## config.mk

```make
export PLATFORM = sky130hd
export DESIGN_NAME = store_split_ctrl
export DESIGN_NICKNAME = d
export VERILOG_FILES = /design/src/rtl/store_split_ctrl_pkg.sv /design/src/rtl/store_split_ctrl_lane.sv /design/src/rtl/store_split_ctrl.sv
export SDC_FILE = /design/constraint.sdc
export NUM_CORES = 1
export LEC_CHECK = 0
export BUFFER_PORTS_ARGS = -buffer_cell sky130_fd_sc_hd__buf_4
export CAP_MARGIN = 20
export CORE_UTILIZATION = 53
export CTS_CLUSTER_DIAMETER = 80
export CTS_CLUSTER_SIZE = 12
export DETAILED_ROUTE_END_ITERATION = 12
export PLACE_DENSITY = 0.84
export SETUP_SLACK_MARGIN = 0.5
export SLEW_MARGIN = 10
export SYNTH_ARGS = -nofsm -noshare
export SYNTH_HDL_FRONTEND = slang
export SYNTH_SLANG_ARGS = --single-unit
```

## constraint.sdc

```tcl
create_clock -name clk -period 3.02 [get_ports clk]
set_clock_uncertainty 0.15 [all_clocks]
set_input_delay 0.302 -clock clk [delete_from_list [all_inputs] [get_ports clk]]
set_output_delay 0.302 -clock clk [all_outputs]
set_load 0.03 [all_outputs]
```

## src/rtl/store_split_ctrl_pkg.sv

```systemverilog
// Shared definitions for the store splitting controller: store size
// encodings (RISC-V funct3) and the controller FSM state type.
package store_split_ctrl_pkg;

  localparam logic [2:0] F3_SB = 3'b000;
  localparam logic [2:0] F3_SH = 3'b001;
  localparam logic [2:0] F3_SW = 3'b010;

  typedef enum logic [1:0] {
    ST_IDLE   = 2'd0,
    ST_FIRST  = 2'd1,
    ST_SECOND = 2'd2
  } state_e;

endpackage

```

## src/rtl/store_split_ctrl_lane.sv

```systemverilog
// Byte-lane generator: places a right-aligned store into an 8-lane
// (two word) window starting at the byte offset. Lanes 0-3 belong to the
// first word access and lanes 4-7 to the following word.
module store_lane_gen
  import store_split_ctrl_pkg::*;
(
  input  logic [1:0]  offset_i,
  input  logic [1:0]  size_i,
  input  logic [31:0] wdata_i,
  output logic [7:0]  mask_o,
  output logic [63:0] data_o
);

  logic [7:0] base_mask;

  // Size-dependent base mask, then shift both mask and data to the offset.
  always_comb begin
    if (size_i == F3_SB[1:0]) begin
      base_mask = 8'h01;
    end else if (size_i == F3_SH[1:0]) begin
      base_mask = 8'h03;
    end else begin
      base_mask = 8'h0F;
    end
    mask_o = base_mask << offset_i;
    data_o = {32'h0000_0000, wdata_i} << {offset_i, 3'b000};
  end

endmodule

```

## src/rtl/store_split_ctrl.sv

```systemverilog
// Store splitting controller: turns one possibly misaligned store into one
// or two word-aligned masked memory writes.
// Handshakes: a request is accepted on a cycle with req_valid=1 and
// req_ready=1; a memory write completes on a cycle with mem_req=1 and
// mem_gnt=1, and the write fields stay stable until that cycle.
module store_split_ctrl
  import store_split_ctrl_pkg::*;
(
  input  logic        clk,
  input  logic        rst_n,
  input  logic        req_valid,
  output logic        req_ready,
  input  logic [31:0] req_addr,
  input  logic [2:0]  req_funct3,
  input  logic [31:0] req_wdata,
  output logic        mem_req,
  input  logic        mem_gnt,
  output logic [31:0] mem_addr,
  output logic [3:0]  mem_wmask,
  output logic [31:0] mem_wdata,
  output logic        done,
  output state_e      dbg_state_o
);

  state_e      state_q, state_d;
  logic        mem_req_q, mem_req_d;
  logic [31:0] addr_q, addr_d;
  logic [3:0]  mask_q, mask_d;
  logic [31:0] wdata_q, wdata_d;
  logic [3:0]  hi_mask_q, hi_mask_d;
  logic [31:0] hi_data_q, hi_data_d;
  logic        done_q, done_d;

  logic [7:0]  lane_mask;
  logic [63:0] lane_data;
  logic        unused_funct3_bit;

  // Only funct3[1:0] selects the size; bit 2 does not affect a store.
  assign unused_funct3_bit = req_funct3[2];

  store_lane_gen u_lane_gen (
    .offset_i (req_addr[1:0]),
    .size_i   (req_funct3[1:0]),
    .wdata_i  (req_wdata),
    .mask_o   (lane_mask),
    .data_o   (lane_data)
  );

  // State and registered memory-side outputs.
  always_ff @(posedge clk or negedge rst_n) begin
    if (!rst_n) begin
      state_q   <= ST_IDLE;
      mem_req_q <= 1'b0;
      addr_q    <= '0;
      mask_q    <= '0;
      wdata_q   <= '0;
      hi_mask_q <= '0;
      hi_data_q <= '0;
      done_q    <= 1'b0;
    end else begin
      state_q   <= state_d;
      mem_req_q <= mem_req_d;
      addr_q    <= addr_d;
      mask_q    <= mask_d;
      wdata_q   <= wdata_d;
      hi_mask_q <= hi_mask_d;
      hi_data_q <= hi_data_d;
      done_q    <= done_d;
    end
  end

  // Next state: capture on accept, advance on grant, clear outputs on finish.
  always_comb begin
    state_d   = state_q;
    mem_req_d = mem_req_q;
    addr_d    = addr_q;
    mask_d    = mask_q;
    wdata_d   = wdata_q;
    hi_mask_d = hi_mask_q;
    hi_data_d = hi_data_q;
    done_d    = 1'b0;
    case (state_q)
      ST_IDLE: begin
        if (req_valid) begin
          state_d   = ST_FIRST;
          mem_req_d = 1'b1;
          addr_d    = {req_addr[31:2], 2'b00};
          mask_d    = lane_mask[3:0];
          wdata_d   = lane_data[31:0];
          hi_mask_d = lane_mask[7:4];
          hi_data_d = lane_data[63:32];
        end
      end
      ST_FIRST: begin
        if (mem_gnt) begin
          if (hi_mask_q != 4'b0000) begin
            state_d = ST_SECOND;
            addr_d  = addr_q + 32'd4;
            mask_d  = hi_mask_q;
            wdata_d = hi_data_q;
          end else begin
            state_d   = ST_IDLE;
            mem_req_d = 1'b0;
            addr_d    = '0;
            mask_d    = '0;
            wdata_d   = '0;
            done_d    = 1'b1;
          end
        end
      end
      ST_SECOND: begin
        if (mem_gnt) begin
          state_d   = ST_IDLE;
          mem_req_d = 1'b0;
          addr_d    = '0;
          mask_d    = '0;
          wdata_d   = '0;
          done_d    = 1'b1;
        end
      end
      default: begin
        state_d   = ST_IDLE;
        mem_req_d = 1'b0;
        addr_d    = '0;
        mask_d    = '0;
        wdata_d   = '0;
      end
    endcase
  end

  assign req_ready   = (state_q == ST_IDLE);
  assign mem_req     = mem_req_q;
  assign mem_addr    = addr_q;
  assign mem_wmask   = mask_q;
  assign mem_wdata   = wdata_q;
  assign done        = done_q;
  assign dbg_state_o = state_q;

endmodule

```

======== Yosys cells after proc, flatten, opt, wreduce, memory -nomap -nowiden ========
Cells that the tools add are included.
storage, ports and cells
  register bits after elaboration ......... 108
  output and inout port bits .............. 73
cells by class
  add/subtract/negate cells ............... 1
  equality and inequality tests ........... 7
  shifts and indexed selects .............. 2
  multiplexer cells ....................... 30
  reduce and logical (&&, ||, !) cells .... 6
operators by type and width
  kind                   number
  $mux 32                7
  $pmux 32 s3            2
  $shl 32x5->64          1
  $add 32x3->32 const B  1
  $mux 4                 5
  $pmux 4 s3             1
  $mux 2                 4
  $mux 8                 1
  $ne 2x2->1 const B     4
  $shl 8x2->8            1
  $mux 1                 7
  $pmux 2 s3             1
  $eq 2x1->1 const B     2
  $logic_not 2->1        2
  $reduce_and 4->1       1
  $reduce_bool 4->1      1
  $pmux 1 s3             1
  $reduce_and 3->1       1
  $eq 2x2->1 const B     1
  $pmux 1 s2             1
  $reduce_and 2->1       1

======== Depth between registers and ports, before layout ========
Gate-level depths: netlist (run 1).
  word-level depth ........................ 6
  gate-level depth with buffers ........... 10
  depth with buffers taken out ............ 7

======== Hierarchy ========
From an unflattened synthesis (run 1), not the netlist that was laid out.
second synthesis, totals
  cells, all modules ...................... 618
  area, all modules ....................... 6120.9 sq um
by module, submodules not included
  module            instances  cells each  area each (sq um)
  store_split_ctrl  1          492         5079.9
  store_lane_gen    1          126         1041.0

======== Worst setup path after synthesis (run 1) ========
OpenSTA, ideal clock, no wires.
  kind .................................... register -> register
  start ................................... register state_q[0] (netlist: dbg_state_o[0])
  end ..................................... register addr_q[11] (netlist: mem_addr[11])
  arrival time ............................ 2268 ps
  required time ........................... 2727 ps
  setup slack ............................. 459 ps
  stages on the path, launching flop included .. 11
  buffers on the path ..................... 3
  period minus slack after synthesis ...... 2561 ps
  cells stage by stage .................... dfrtp_1 > inv_1 > ha_1 > buf_2 > and2_1 > clkbuf_2 > o2111ai_2 > buf_2 > a21oi_1 > o21ai_0 > o211ai_1
on the way
  word-level cells in the longest chain between the ends .. 3
  elaborated cells on any way between the ends .. 8
RTL lines
  what                               line                    text
  start, declared                    store_split_ctrl.sv:25  state_e state_q, state_d;
  start signal, assigned             store_split_ctrl.sv:61  state_q <= state_d;
  $logic_not 2->1 (*)                -
  via req_ready                      store_split_ctrl.sv:12  output logic req_ready,
  $ne 2x2->1 (no source line)        -
  $reduce_and 3->1 (no source line)  -
  end signal, assigned               store_split_ctrl.sv:63  addr_q <= addr_d;
  end, declared                      store_split_ctrl.sv:27  logic [31:0] addr_q, addr_d;
The timed path passes the listed nets; every way through them passes the cells marked *.
A chain may end at the register's enable or synchronous reset.

======== Worst setup path in the final report (run 1) ========
  start ................................... register state_q[0] (netlist: dbg_state_o[0])
  end ..................................... register addr_q[29] (netlist: mem_addr[29])
on the way
  word-level cells in the longest chain between the ends .. 3
  elaborated cells on any way between the ends .. 8
RTL lines
  what                                      line                    text
  $eq 2x1->1, or another cell as far along  store_split_ctrl.sv:82  case (state_q)
  $ne 2x2->1 (no source line)               -
  $reduce_and 3->1 (no source line)         -
Parallel ways exist; a longest one is shown, timed or not.

==> impl_metrics.json, run 1 <==
{
  "status": "finished clean",
  "hpwlAfterDp_mm": 11.1,
  "rows": 36,
  "ys.flop_type": "dfrtp_1",
  "routabilityCongestion": 0.987,
  "rsz0062_at_grt": "no",
  "async_reset_ff_share_pct": 100,
  "cts_tree": "yes",
  "drc": 0,
  "track_usage_pct": 31.5,
  "hold_violations": 0,
  "antennaDiodeCount": 0,
  "ys_seq_elements": 97,
  "initial_core_util_pct": 54.6,
  "layout-drive-gt1-share_pct": 27.6,
  "hold_path.class": "in2reg",
  "die_w_um": 102,
  "drt_iter0_drc": 406,
  "die_area_um2": 10400,
  "clockRootBuffer": "clkbuf_8",
  "crit_chain": "inv_1 > ha_1 > and2_1 > a32oi_2 > nor2_4 > nand4_1 > o311ai_1",
  "slowest_delay_ns": 0.44,
  "final_net_count": 796,
  "synthTopCellsByArea": "dfrtp_1, o21ai_0, nand2_1, mux2i_1, a22oi_1",
  "drv_slew": 0,
  "cts.reportedPaths.clkPinSlew_ns": 0.09,
  "grt_overflow": 0,
  "slew_headroom_pct": 50.9,
  "synth_area_um2": 5320,
  "insertion_delay_ns": 0.38,
  "required_ns": 3.15,
  "rr_endpoint": "mem_addr[29]",
  "grt_pass1_wl_mm": 25.2,
  "holdWs_ns": 0.00783,
  "p_total_w": 0.00672,
  "period_needed_ns": 2.32,
  "cp-startpoint": "dbg_state_o[0]",
  "synth_cell_types": 54,
  "synth-edff-count": 0,
  "avgViaCountPerCell": 6.16,
  "ys_warn_count": 0,
  "p_leak_nw": 3.09,
  "reg2reg_from": "dbg_state_o[0]",
  "numCtsBuffers": 9,
  "htree_levels": 3,
  "setup_tns_ns": 0,
  "avgSynthCellArea_um2": 8.95,
  "worstSetupPathType": "reg2reg",
  "ios": 144,
  "syn_inst": 594,
  "routed_wl_mm": 16.0,
  "first_pass_iters": 5,
  "setup_viol": 0,
  "grt_pass1_vias": 5124,
  "cp-end-kind": "flip-flop",
  "grt_max_degree": 58,
  "cts_sinks": 97,
  "ys_top_cells_by_count": "dfrtp_1, nand2_1, o21ai_0",
  "core-area_um2": 9730,
  "ir_drop_uv": 510,
  "yosys.cell_count.top_type": "dfrtp_1",
  "postRouteAntennaNets": 0,
  "max_freq_ghz": 0.432,
  "seq_area_frac_synth_pct": 45.7,
  "syn2layout_area_growth_pct": 27.5,
  "cp-start-kind": "flip-flop",
  "cp_max_fo": 9,
  "numPortBuffers": 140,
  "period_share_pct": 76.7,
  "powerDensity_nw_per_um2": 990,
  "die_h_um": 102,
  "yosys.area.top_type_share_pct": 45.7,
  "cp.arrival_ns": 2.45,
  "cts_buffer_depth": 2,
  "via_count": 5289,
  "antenna_found_initial": 0,
  "maxCapViolCount": 0,
  "yosys.area.top_type": "dfrtp_1",
  "crit_path_end": "mem_addr[29]",
  "reg2regPathDepth": 7,
  "worstMarginPinSlew_ns": 0.735,
  "drt-wirelength-per-cell_um": 18.6,
  "r2r_slack_ns": 0.70,
  "cp_slowest_cell": "dfrtp_2"
}
placed cells by master (no fill, tap or decap), types with 10 or more instances in the layout:
cell	count
nor2_1	40
inv_1	11
nand4_1	10
nand3_1	16
a21oi_1	26
dlygate4sd3_1	11
o21ai_0	79
mux2i_1	25
nand2_1	87
dfrtp_1	95
a22oi_1	22
buf_4	154
cells by family after synthesis:
kind of cell    after synthesis  synth area share [%]
compound gates              196                  23.8
xor+xnor                      2                 0.330
fa+ha+maj                     4                 0.941
buf+inv                      63                  5.04
flops                        97                  45.7
mux                          33                  6.40
other cells                   1                0.0705
simple gates                198                  17.8
power breakdown:
part / internal [W] / leakage (nW) / switching (W)
sequential: 0.00184 / 1.27 / 0.000513
clock: 0.000374 / 0.0909 / 0.000463
combinational: 0.00126 / 1.74 / 0.00226
state kept, by name, summed over array words and instances, names as in the netlist:
register	flops
dbg_state_o	2
done	1
hi_data_q	24
hi_mask_q	3
mem_addr	30
mem_req	1
mem_wdata	32
mem_wmask	4
timing repair:
item                                    CTS  global route
buffers inserted                          0             2
hold endpoints to repair                 55             0
hold buffers                             11             0
endpoints found under the setup margin    0            13
gates resized for setup                   0             3
how the worst min path moves through the flow:
stage | slack [ns] | depth (start not counted) | to | from
5_1_grt | 0.006 | 2 | hi_data_q[17] | req_wdata[25]
2_1_floorplan | -0.14 | 0 | dbg_state_o[0] | rst_n
4_1_cts | 0.003 | 2 | hi_data_q[17] | req_wdata[25]
3_3_place_gp | 0.21 | 1 | mem_addr[30] | rst_n
6_report | 0.008 | 3 | mem_addr[27] | req_addr[27]
3_5_place_dp | 0.21 | 1 | mem_addr[29] | rst_n
worst max-delay path, delay by kind of cell (launching register included):
family,cells,cell delay (ns)
simple gates,3,0.84
flops,1,0.44
compound gates,2,0.39
fa+ha+maj,1,0.32
buf+inv,1,0.08
per-layer routing:
| metal | vias up | routed length, um | track usage, % |
|---|---|---|---|
| li1 | 2411 | - | - |
| met1 | 2506 | 6300 | 40.6 |
| met2 | 323 | 7640 | 51.2 |
| met3 | 49 | 1580 | 6.36 |
| met4 | 0 | 461 | 14.9 |
| met5 | - | 0 | 0 |
area by class of cell:
cell class              count  area (um^2)
inverters                  11         41.3
clock buffers               9          124
clock inverters             6         60.1
fillers                   756         2950
multi-input cells         435         2650
repair buffers            167         1310
flip-flops and latches     97         2430
well taps                 133          166
through the flow:
stage | util, % | area [um^2] | worst slack (ns) | cells
after floorplan | - | 5320 | 0.559 | 595
after global placement | 66.4 | 6460 | 0.655 | 830
after detailed placement | 66.4 | 6460 | 0.618 | 830
after CTS | 69.4 | 6760 | 0.605 | 856
after global routing | 69.7 | 6780 | 0.512 | 858
final | 69.7 | 6780 | 0.703 | 858
No activity file was read; power rests on OpenSTA's default activity.
==> inputs of run 2 (changes only) <==
Clock period 3.02 ns to 2.2 ns, I/O delays scaled along.
==> run 2 against run 1 <==
Effect of this change:
- the flow now finishes with violations (setup timing)
- combinational power grew 110%
- core utilization grew 14 points
- maximum frequency shrank 4.3%
- first-iteration DRC count grew 56%
- via count grew 20%
- setup slack lost 0.92 ns
- highest routed layer unchanged
==> impl_metrics.json, run 2 (same netlist as run 1, synthesis figures left out) <==
{
  "drc": 0,
  "multi_input_area_um2": 3080,
  "cp.arrival_ns": 2.47,
  "final_cells": 934,
  "seqCellArea_um2": 2440,
  "routabilityCongestion": 1.00,
  "avgViaCountPerCell": 6.80,
  "via_count": 6348,
  "initial_core_util_pct": 54.6,
  "violations": "setup timing",
  "postRouteAntennaNets": 0,
  "cp-startpoint": "mem_addr[16]",
  "crit_top_cell": "nand4_1",
  "die_area_um2": 10400,
  "grt_pass1_vias": 5485,
  "htree_levels": 3,
  "grt_overflow": 0,
  "cp_num_buf_inv": 2,
  "cts_sinks": 97,
  "period_share_pct": 110,
  "final_core_util_pct": 84.0,
  "ios": 144,
  "required_ns": 2.25,
  "routed_wl_mm": 22.9,
  "layout-drive-gt1-share_pct": 42.4,
  "core-area_um2": 9730,
  "crit_path_end": "mem_addr[31]",
  "worst_path_dominant_cell_family": "simple AND/OR/NAND/NOR gates",
  "die_w_um": 102,
  "clockRootBuffer": "clkbuf_8",
  "cts_buffer_depth": 2,
  "drt-wirelength-per-cell_um": 24.5,
  "hpwlAfterDp_mm": 11.1,
  "track_usage_pct": 34.6,
  "max_freq_ghz": 0.413,
  "numPortBuffers": 140,
  "syn2layout_area_growth_pct": 53.7,
  "worst_slack_ns": -0.222,
  "reg2regPathDepth": 7,
  "rr_endpoint": "mem_addr[31]",
  "die_h_um": 102,
  "powerDensity_nw_per_um2": 1470,
  "hold_path.class": "in2reg",
  "status": "complete, but fails checks",
  "drv_slew": 0,
  "largest_reg_flops": 32,
  "reg2reg_from": "mem_addr[16]",
  "cts.reportedPaths.clkPinSlew_ns": 0.10,
  "setup_tns_ns": -0.224,
  "rsz0062_at_grt": "yes",
  "cp_slowest_cell": "o21ai_1",
  "cp-end-kind": "flip-flop",
  "numCtsBuffers": 9,
  "ir_drop_uv": 807,
  "crit_chain": "nand4_1 > nor4_4 > buf_6 > buf_4 > nand4_1 > xor2_1 > o21ai_1",
  "cp-start-kind": "flip-flop",
  "layout_common_cells": "buf_4, dfrtp_1, nand2_1",
  "cts_tree": "yes",
  "grt_pass1_wl_mm": 27.5,
  "slew_headroom_pct": 58.7,
  "design_area_um2": 8170,
  "setup_viol": 2,
  "first_pass_iters": 7,
  "hold_violations": 0,
  "slowest_delay_ns": 0.50,
  "maxCapViolCount": 0,
  "fillers": 482,
  "postPlaceCellArea_um2": 6630,
  "drt_iter0_drc": 633,
  "grt_max_degree": 98,
  "worstMarginPinSlew_ns": 0.615,
  "final_common_cell": "buf_4",
  "worst-path-stages": 7,
  "whs_path_depth": 3,
  "r2r_slack_ns": -0.22,
  "dp.cells": 838,
  "antenna_found_initial": 1,
  "insertion_delay_ns": 0.37,
  "p_leak_nw": 3.71,
  "final_net_count": 871,
  "worstSetupPathType": "reg2reg",
  "period_needed_ns": 2.42,
  "cp_max_fo": 13,
  "antennaDiodeCount": 0,
  "rows": 36
}
## run 2: repair_timing
| item | 4_1_cts | 5_1_grt |
|---|---|---|
| endpoints found under the hold margin | 128 | 1 |
| setup buffers | 19 | 18 |
| cloned | 4 | 6 |
| pin swaps | 14 | 23 |
| endpoints found under the setup margin | 95 | 95 |
| hold buffers | 32 | 1 |
| resized for setup | 46 | 114 |
## run 2: where the power goes
part	internal, W	total (W)	switching, W
clock network	0.000473	0.00113	0.000654
registers	0.00254	0.00340	0.000859
logic	0.00317	0.00751	0.00434
## run 2: layout make-up
type	instances	share of cell area [%]
clock buffers	13	1.94
clock inverters	3	0.214
inverters	11	0.582
multi-input cells	435	37.7
flip-flops and latches	97	29.9
well taps	133	2.04
repair buffers	242	27.6
## run 2: how the worst min path moves through the flow
stage                       start        endpoint  slack, ns
CTS                  req_addr[10]    mem_addr[10]      0.004
detailed placement          rst_n    mem_addr[30]       0.16
floorplan                   rst_n  dbg_state_o[0]      -0.23
global route        req_wdata[16]    hi_data_q[0]      0.009
global placement            rst_n    mem_addr[31]       0.17
finish               req_addr[10]    mem_addr[10]      0.007
## run 2: metrics by stage
step	hold WS (ns)	worst slack, ns	total power [W]
3_5_place_dp	0.164	0.0753	0.00834
4_1_cts	0.00443	0.265	0.0102
5_1_grt	0.00923	-0.290	0.0124
6_report	0.00668	-0.222	0.0120
3_3_place_gp	0.166	0.148	0.00817
2_1_floorplan	-0.226	0.0412	0.00659
## run 2: tightest hold or removal path, stage by stage
cell and delay, ns:
buf_4 0.08, a22oi_1 0.07, o21ai_1 0.12
## run 2: per-layer routing
metal	vias to the layer above	wire length, um	global-route usage, %
li1	2568	-	-
met1	2998	7960	43.7
met2	585	10400	56.8
met3	197	2770	6.29
met4	0	1790	18.6
met5	-	0	0
